[src/rtl/pwm_deadtime_pkg.sv]
// Shared definitions for the pwm_deadtime dead-time generator: bus register
// addresses (decoded on addr[2:0]), channel FSM state encodings and a gate helper.
package pwm_deadtime_pkg;

    localparam logic [2:0] AddrDctr = 3'd0;
    localparam logic [2:0] AddrDdt0 = 3'd1;
    localparam logic [2:0] AddrDdt1 = 3'd2;
    localparam logic [2:0] AddrDsta = 3'd3;

    typedef enum logic [1:0] {
        StOff  = 2'd0,
        StDead = 2'd1,
        StHi   = 2'd2,
        StLo   = 2'd3
    } dtg_state_e;

    // {hi, lo} gate pair that drives the given PWM level; never 2'b11
    function automatic logic [1:0] level_gates(input logic lvl);
        return lvl ? 2'b10 : 2'b01;
    endfunction

    // Steady state that follows a completed dead band toward the given level
    function automatic dtg_state_e level_state(input logic lvl);
        return lvl ? StHi : StLo;
    endfunction

endpackage

[src/rtl/pwm_deadtime_dtg_chan.sv]
// One dead-time channel: registers the PWM level, and on every level change
// holds both gates low for dt cycles before driving the gate for the new level.
// A zero dead time swaps the gates directly. kill and !en force the channel OFF.
module pwm_deadtime_dtg_chan
    import pwm_deadtime_pkg::*;
#(
    parameter int unsigned DTW = 8
) (
    input  logic           clk,
    input  logic           rst,
    input  logic           en,
    input  logic [DTW-1:0] dt,
    input  logic           pwm_in,
    input  logic           kill,
    output logic           g_hi,
    output logic           g_lo,
    output logic           dead
);

    dtg_state_e     r_state;
    logic           r_in;
    logic           r_tgt;
    logic [DTW-1:0] r_cnt;

    // Channel FSM with registered gate outputs; a fresh edge always restarts the dead band
    always_ff @(posedge clk) begin
        if (rst) begin
            r_state <= StOff;
            r_in    <= 1'b0;
            r_tgt   <= 1'b0;
            r_cnt   <= '0;
            g_hi    <= 1'b0;
            g_lo    <= 1'b0;
        end else begin
            r_in <= pwm_in;
            if (kill || !en) begin
                r_state <= StOff;
                r_cnt   <= '0;
                g_hi    <= 1'b0;
                g_lo    <= 1'b0;
            end else if (r_state == StOff || pwm_in != r_in) begin
                // Entry from OFF or a new PWM edge: aim at the current input level
                r_tgt <= pwm_in;
                if (dt == '0) begin
                    r_state      <= level_state(pwm_in);
                    r_cnt        <= '0;
                    {g_hi, g_lo} <= level_gates(pwm_in);
                end else begin
                    r_state <= StDead;
                    r_cnt   <= dt;
                    g_hi    <= 1'b0;
                    g_lo    <= 1'b0;
                end
            end else if (r_state == StDead) begin
                // Count holds the number of low cycles still owed, including this one
                if (r_cnt <= DTW'(1)) begin
                    r_state      <= level_state(r_tgt);
                    r_cnt        <= '0;
                    {g_hi, g_lo} <= level_gates(r_tgt);
                end else begin
                    r_cnt <= r_cnt - DTW'(1);
                end
            end
        end
    end

    assign dead = (r_state == StDead);

endmodule

[src/rtl/pwm_deadtime.sv]
// pwm_deadtime top: bus register file (DCTR/DDT0/DDT1/DSTA), registered read
// mux and two independent dead-time channels.
// Optional feature macro PWM_DT_FAULT_EN adds the fault_in brake input and the
// DSTA[2] fault latch; without it DSTA[2] reads 0 and the channels are never killed.
module pwm_deadtime
    import pwm_deadtime_pkg::*;
#(
    parameter int unsigned DW  = 16,
    parameter int unsigned AW  = 13,
    parameter int unsigned DTW = 8
) (
    input  logic          clk,
    input  logic          rst,
    input  logic [DW-1:0] din,
    input  logic [AW-1:0] addr,
    input  logic          we,
    output logic [DW-1:0] dout,
    input  logic          pwm0_in,
    input  logic          pwm1_in,
`ifdef PWM_DT_FAULT_EN
    input  logic          fault_in,
`endif
    output logic          g0_hi,
    output logic          g0_lo,
    output logic          g1_hi,
    output logic          g1_lo
);

    logic           r_en0;
    logic           r_en1;
    logic [DTW-1:0] r_ddt0;
    logic [DTW-1:0] r_ddt1;
    logic [DW-1:0]  w_rdata;
    logic [2:0]     w_addr;
    logic           w_kill;
    logic           w_fault_lat;
    logic           w_dead0;
    logic           w_dead1;
    logic           w_unused;

    assign w_addr   = addr[2:0];
    // Upper address bits are ignored and din is only partly decoded
    assign w_unused = ^{din, addr[AW-1:3]};

    // Control and dead-time registers; DSTA is read-only apart from the fault clear
    always_ff @(posedge clk) begin
        if (rst) begin
            r_en0  <= 1'b0;
            r_en1  <= 1'b0;
            r_ddt0 <= '0;
            r_ddt1 <= '0;
        end else if (we) begin
            case (w_addr)
                AddrDctr: begin
                    r_en0 <= din[0];
                    r_en1 <= din[8];
                end
                AddrDdt0: r_ddt0 <= din[DTW-1:0];
                AddrDdt1: r_ddt1 <= din[DTW-1:0];
                default: ;
            endcase
        end
    end

`ifdef PWM_DT_FAULT_EN
    logic r_fault_q;
    logic r_fault_lat;

    // Fault input is registered once; a high fault sets the latch ahead of any clear
    always_ff @(posedge clk) begin
        if (rst) begin
            r_fault_q   <= 1'b0;
            r_fault_lat <= 1'b0;
        end else begin
            r_fault_q <= fault_in;
            if (r_fault_q) begin
                r_fault_lat <= 1'b1;
            end else if (we && w_addr == AddrDsta && din[2] && !fault_in) begin
                r_fault_lat <= 1'b0;
            end
        end
    end

    assign w_kill      = r_fault_q | r_fault_lat;
    assign w_fault_lat = r_fault_lat;
`else
    assign w_kill      = 1'b0;
    assign w_fault_lat = 1'b0;
`endif

    // Read mux; unmapped addresses and unused bits read 0
    always_comb begin
        w_rdata = '0;
        case (w_addr)
            AddrDctr: begin
                w_rdata[0] = r_en0;
                w_rdata[8] = r_en1;
            end
            AddrDdt0: w_rdata[DTW-1:0] = r_ddt0;
            AddrDdt1: w_rdata[DTW-1:0] = r_ddt1;
            AddrDsta: w_rdata[2:0] = {w_fault_lat, w_dead1, w_dead0};
            default: ;
        endcase
    end

    // Registered read data, held during write cycles
    always_ff @(posedge clk) begin
        if (rst) begin
            dout <= '0;
        end else if (!we) begin
            dout <= w_rdata;
        end
    end

    pwm_deadtime_dtg_chan #(
        .DTW (DTW)
    ) u_chan0 (
        .clk    (clk),
        .rst    (rst),
        .en     (r_en0),
        .dt     (r_ddt0),
        .pwm_in (pwm0_in),
        .kill   (w_kill),
        .g_hi   (g0_hi),
        .g_lo   (g0_lo),
        .dead   (w_dead0)
    );

    pwm_deadtime_dtg_chan #(
        .DTW (DTW)
    ) u_chan1 (
        .clk    (clk),
        .rst    (rst),
        .en     (r_en1),
        .dt     (r_ddt1),
        .pwm_in (pwm1_in),
        .kill   (w_kill),
        .g_hi   (g1_hi),
        .g_lo   (g1_lo),
        .dead   (w_dead1)
    );

endmodule

[config.mk]
export PLATFORM = sky130hd
export DESIGN_NAME = pwm_deadtime
export DESIGN_NICKNAME = d
export VERILOG_FILES = /design/src/rtl/pwm_deadtime_pkg.sv /design/src/rtl/pwm_deadtime_dtg_chan.sv /design/src/rtl/pwm_deadtime.sv
export SDC_FILE = /design/constraint.sdc
export NUM_CORES = 1
export LEC_CHECK = 0
export BUFFER_PORTS_ARGS = -buffer_cell sky130_fd_sc_hd__buf_2
export CAP_MARGIN = 20
export CORE_ASPECT_RATIO = 1.75
export CORE_MARGIN = 8
export CORE_UTILIZATION = 31
export DETAILED_ROUTE_END_ITERATION = 8
export MAX_ROUTING_LAYER = met4
export PLACE_DENSITY_LB_ADDON = 0.08
export SLEW_MARGIN = 15
export SYNTH_ARGS = -nofsm -noshare
export SYNTH_HDL_FRONTEND = slang
export SYNTH_HIERARCHICAL = 1
export SYNTH_SLANG_ARGS = --single-unit
[constraint.sdc]
create_clock -name clk -period 3.05 [get_ports clk]
set_input_delay 0.61 -clock clk [delete_from_list [all_inputs] [get_ports clk]]
set_output_delay 0.61 -clock clk [all_outputs]
set_load 0.02 [all_outputs]
==> results.ini <==
[outcome]
outcome = complete, no violations

[clocking]
clock-sinks = 55
worst_skew_pair.late_latency_ns = 0.29
tritoncts_clock_tree = yes
tritoncts.num_buffers = 5
htree_num_levels = 2
cts_resized = 0
hold_buffers = 0
cts_buffer_depth = 2
post_cts_buffers = 0
cts.root.buffer_cell = clkbuf_16
cts.clk_slew.worst_paths_ns = 0.07

[sta]
unrepaired_setup_endpoints_after_global_routing = no
worst_slack_ns = 1.23
worst_clock_skew_ns = 0.00480
finalSetupViolations = 0
tightestPinTransition_ns = 0.795
finalMaxSlewViolations = 0
max_freq_mhz = 551
fin_crit_sh_pct = 59.5
timing.max_slew.rel_slack_pct = 47.0
fin_tns_setup_ns = 0
timing.final.crit_period_ns = 1.82
report.final.hold_viol_count = 0

[critical_path]
worstSetupPathType = input port to register
critPathArrivalTime_ns = 2.04
maximum_fanout_encountered_on_the_critical_timing_path = 15
worst_ep_required_time_ns = 3.28
largest_stage_delay_on_the_critical_path_ns = 0.41
critPathCaptureType = register
worstPathCellList = buf_2 -> xnor2_2 -> o21ai_2 -> nor3_4 -> a222oi_1 -> nor2_1
crit_slowest_cell = nor3_4
crit_path_start_kind = input port

[placed_design]
routabilityCongestion = 0.754
pre_cts_ws_ns = 0.927
port_buffers = 29
detailed_place_hpwl_um = 5600

[detailed_routing]
wl_per_cell_um = 16.5
drtIter0Drc = 127
route.detailed.drc = 0
route.antenna.remaining_nets = 0
detail_route.vias_per_cell = 4.94
detail_route.first_pass.iterations = 4
vias = 2219
drt-total-wl_um = 7420

[yosys]
yosys_register_bits = 55
yosys_most_used_dff = dfxtp_1
synthTopCellsByArea = dfxtp_1, mux2i_1, nor2_1
syn-mean-instance-area_um2 = 9.37
ys_async_sr_fraction_pct = 0
post_synthesis_cell_type_count = 51
synth_top_area_share_pct = 38.5
netlist_instances = 305
synthesis.area_um2 = 2860
synth-seq-area-share_pct = 38.5
synth_top_cell_by_area = dfxtp_1
synthesis.yosys.warnings = 6
edff_count_synth = 0

[global_route]
number_of_global_route_vias_before_repair = 2146
number_of_antenna_violations_at_the_first_check_in_global_routing = 0
grt_pass1_wl_um = 11700
grtUsageTotal_pct = 12.5
grt_start_max_net_pins = 35
gr-total-overflow = 0

[power]
ir_worst_vdd_mv = 0.235
power.density_cell_area_nw_per_um2 = 438
total_leakage_power_uw = 0.00123

[worst_hold_path]
holdCritPathClass = register to register

[floorplanning]
die_width_um = 88.6
rows = 46
initial_utilization_pct = 31.6
io_pins = 54
die_h_um = 143
die_area_um2 = 12700
floorplan_core_area_um2 = 9040

[finish]
diodes = 0
post_route_cells_drive_above_1_share_pct = 19.1
num-fill-cells = 979
layout_area_overhead_pct = 11.1
finish.net_count = 368

[run]
drv.max_cap_violation_count = 0

Yosys cell counts, drive strengths merged (4+ instances only):
| cell | instances |
|---|---|
| a22oi | 9 |
| or4 | 6 |
| o21a | 4 |
| xnor2 | 8 |
| dfxtp | 55 |
| nand2 | 14 |
| clkbuf | 7 |
| mux2i | 21 |
| a21oi | 17 |
| o21ai | 21 |
| and3b | 13 |
| and2 | 4 |
| ha | 4 |
| nand3 | 6 |
| a222oi | 6 |
| nor2 | 47 |
| nor4 | 4 |
| nand3b | 7 |
| nor3 | 4 |
| buf | 14 |
| inv | 8 |
final cells by class:
| class | instances | area, µm² | share of cell area [%] |
|---|---|---|---|
| clock buffers | 6 | 129 | 4.06 |
| inverters | 8 | 30.0 | 0.946 |
| multi-input cells | 231 | 1620 | 51.0 |
| flip-flops and latches | 55 | 1100 | 34.7 |
| well taps | 120 | 150 | 4.73 |
| repair buffers | 29 | 145 | 4.57 |
layer usage:
metal,global-route usage [%],routed length (µm),vias up
met1,12.7,2810,1042
met2,22.7,4230,36
met5,-,0,-
li1,-,-,1132
met3,2.07,225,9
met4,4.93,150,0
state kept, by name, indices dropped and copies added (netlist names):
register,flops
dout,9
r_ddt0,8
r_ddt1,8
r_en0,1
r_en1,1
u_chan0/g_hi,1
u_chan0/g_lo,1
u_chan0/r_cnt,8
u_chan0/r_in,1
u_chan0/r_state,2
u_chan0/r_tgt,1
u_chan1/g_hi,1
u_chan1/g_lo,1
u_chan1/r_cnt,8
u_chan1/r_in,1
u_chan1/r_state,2
u_chan1/r_tgt,1
placed cells by master, fill, tap and decap left out, drive strengths merged:
cell type	netlist	final
buf	14	29
o31ai	1	1
xnor2	8	8
and2	4	4
nand3b	7	7
o21a	4	4
xor2	2	2
a22oi	9	9
dfxtp	55	55
mux2	1	1
a311oi	2	2
conb	1	11
nor2b	2	2
a222oi	6	6
mux4	1	1
mux2i	21	21
or4	6	6
nand2b	2	2
o21ai	21	21
and3b	13	13
nor2	47	47
a31oi	2	2
nand2	14	14
ha	4	4
a21boi	2	2
nand3	6	6
nor4	4	4
nor4b	2	2
inv	8	8
nor3b	2	2
or3b	2	2
o211a	2	2
a21oi	17	17
clkbuf	7	6
and4bb	2	2
nor3	4	4
report_power, final:
| part | total, µW | internal [µW] | switching, µW |
|---|---|---|---|
| clock network | 549 | 297 | 252 |
| registers | 734 | 725 | 8.91 |
| logic | 107 | 43.3 | 63.5 |
worst paths after layout:
kind	cells past startpoint	start	slack [ns]	endpoint
min	2	dout[7]$_SDFFE_PP0N_	0.46	dout[7]$_SDFFE_PP0N_
min reg2reg	2	dout[7]$_SDFFE_PP0N_	0.46	dout[7]$_SDFFE_PP0N_
max reg2reg	6	u_chan0/r_cnt[0]$_SDFFE_PP0P_	1.30	u_chan0/r_cnt[5]$_SDFFE_PP0P_
max	6	pwm0_in	1.23	u_chan0/r_cnt[5]$_SDFFE_PP0P_
cell families (layout without fill, tap and decap cells):
| kind of cell | after synthesis | after routing | synth area share (%) |
|---|---|---|---|
| adders and majority gates | 4 | 4 | 1.75 |
| DFF | 55 | 55 | 38.5 |
| xor gates and xnor gates | 10 | 10 | 3.59 |
| and+or+nand+nor | 117 | 117 | 25.7 |
| buffers and inverters | 29 | 43 | 6.13 |
| AOI/OAI and AO/OA | 66 | 66 | 15.6 |
| other | 1 | 11 | 0.131 |
| muxes | 23 | 23 | 8.54 |
worst max-delay path, delay by kind of cell:
kind | cells | cell delay [ns]
AOI/OAI and AO/OA | 2 | 0.44
xor gates and xnor gates | 1 | 0.30
buffers and inverters | 1 | 0.13
and+or+nand+nor | 2 | 0.55
per-stage QoR:
stage | utilization [%] | power [µW] | hold WS (ns) | area [µm²] | std cells
after detailed placement | 33.7 | 859 | 0.452 | 3050 | 443
after CTS | 35.1 | 1410 | 0.461 | 3170 | 449
final | 35.1 | 1390 | 0.459 | 3170 | 449
after global routing | 35.1 | 1440 | 0.483 | 3170 | 449
after floorplan | - | 835 | 0.454 | 2900 | 315
after global placement | 33.7 | 858 | 0.450 | 3050 | 443
Note: power is estimated with default switching activity, not from simulation.
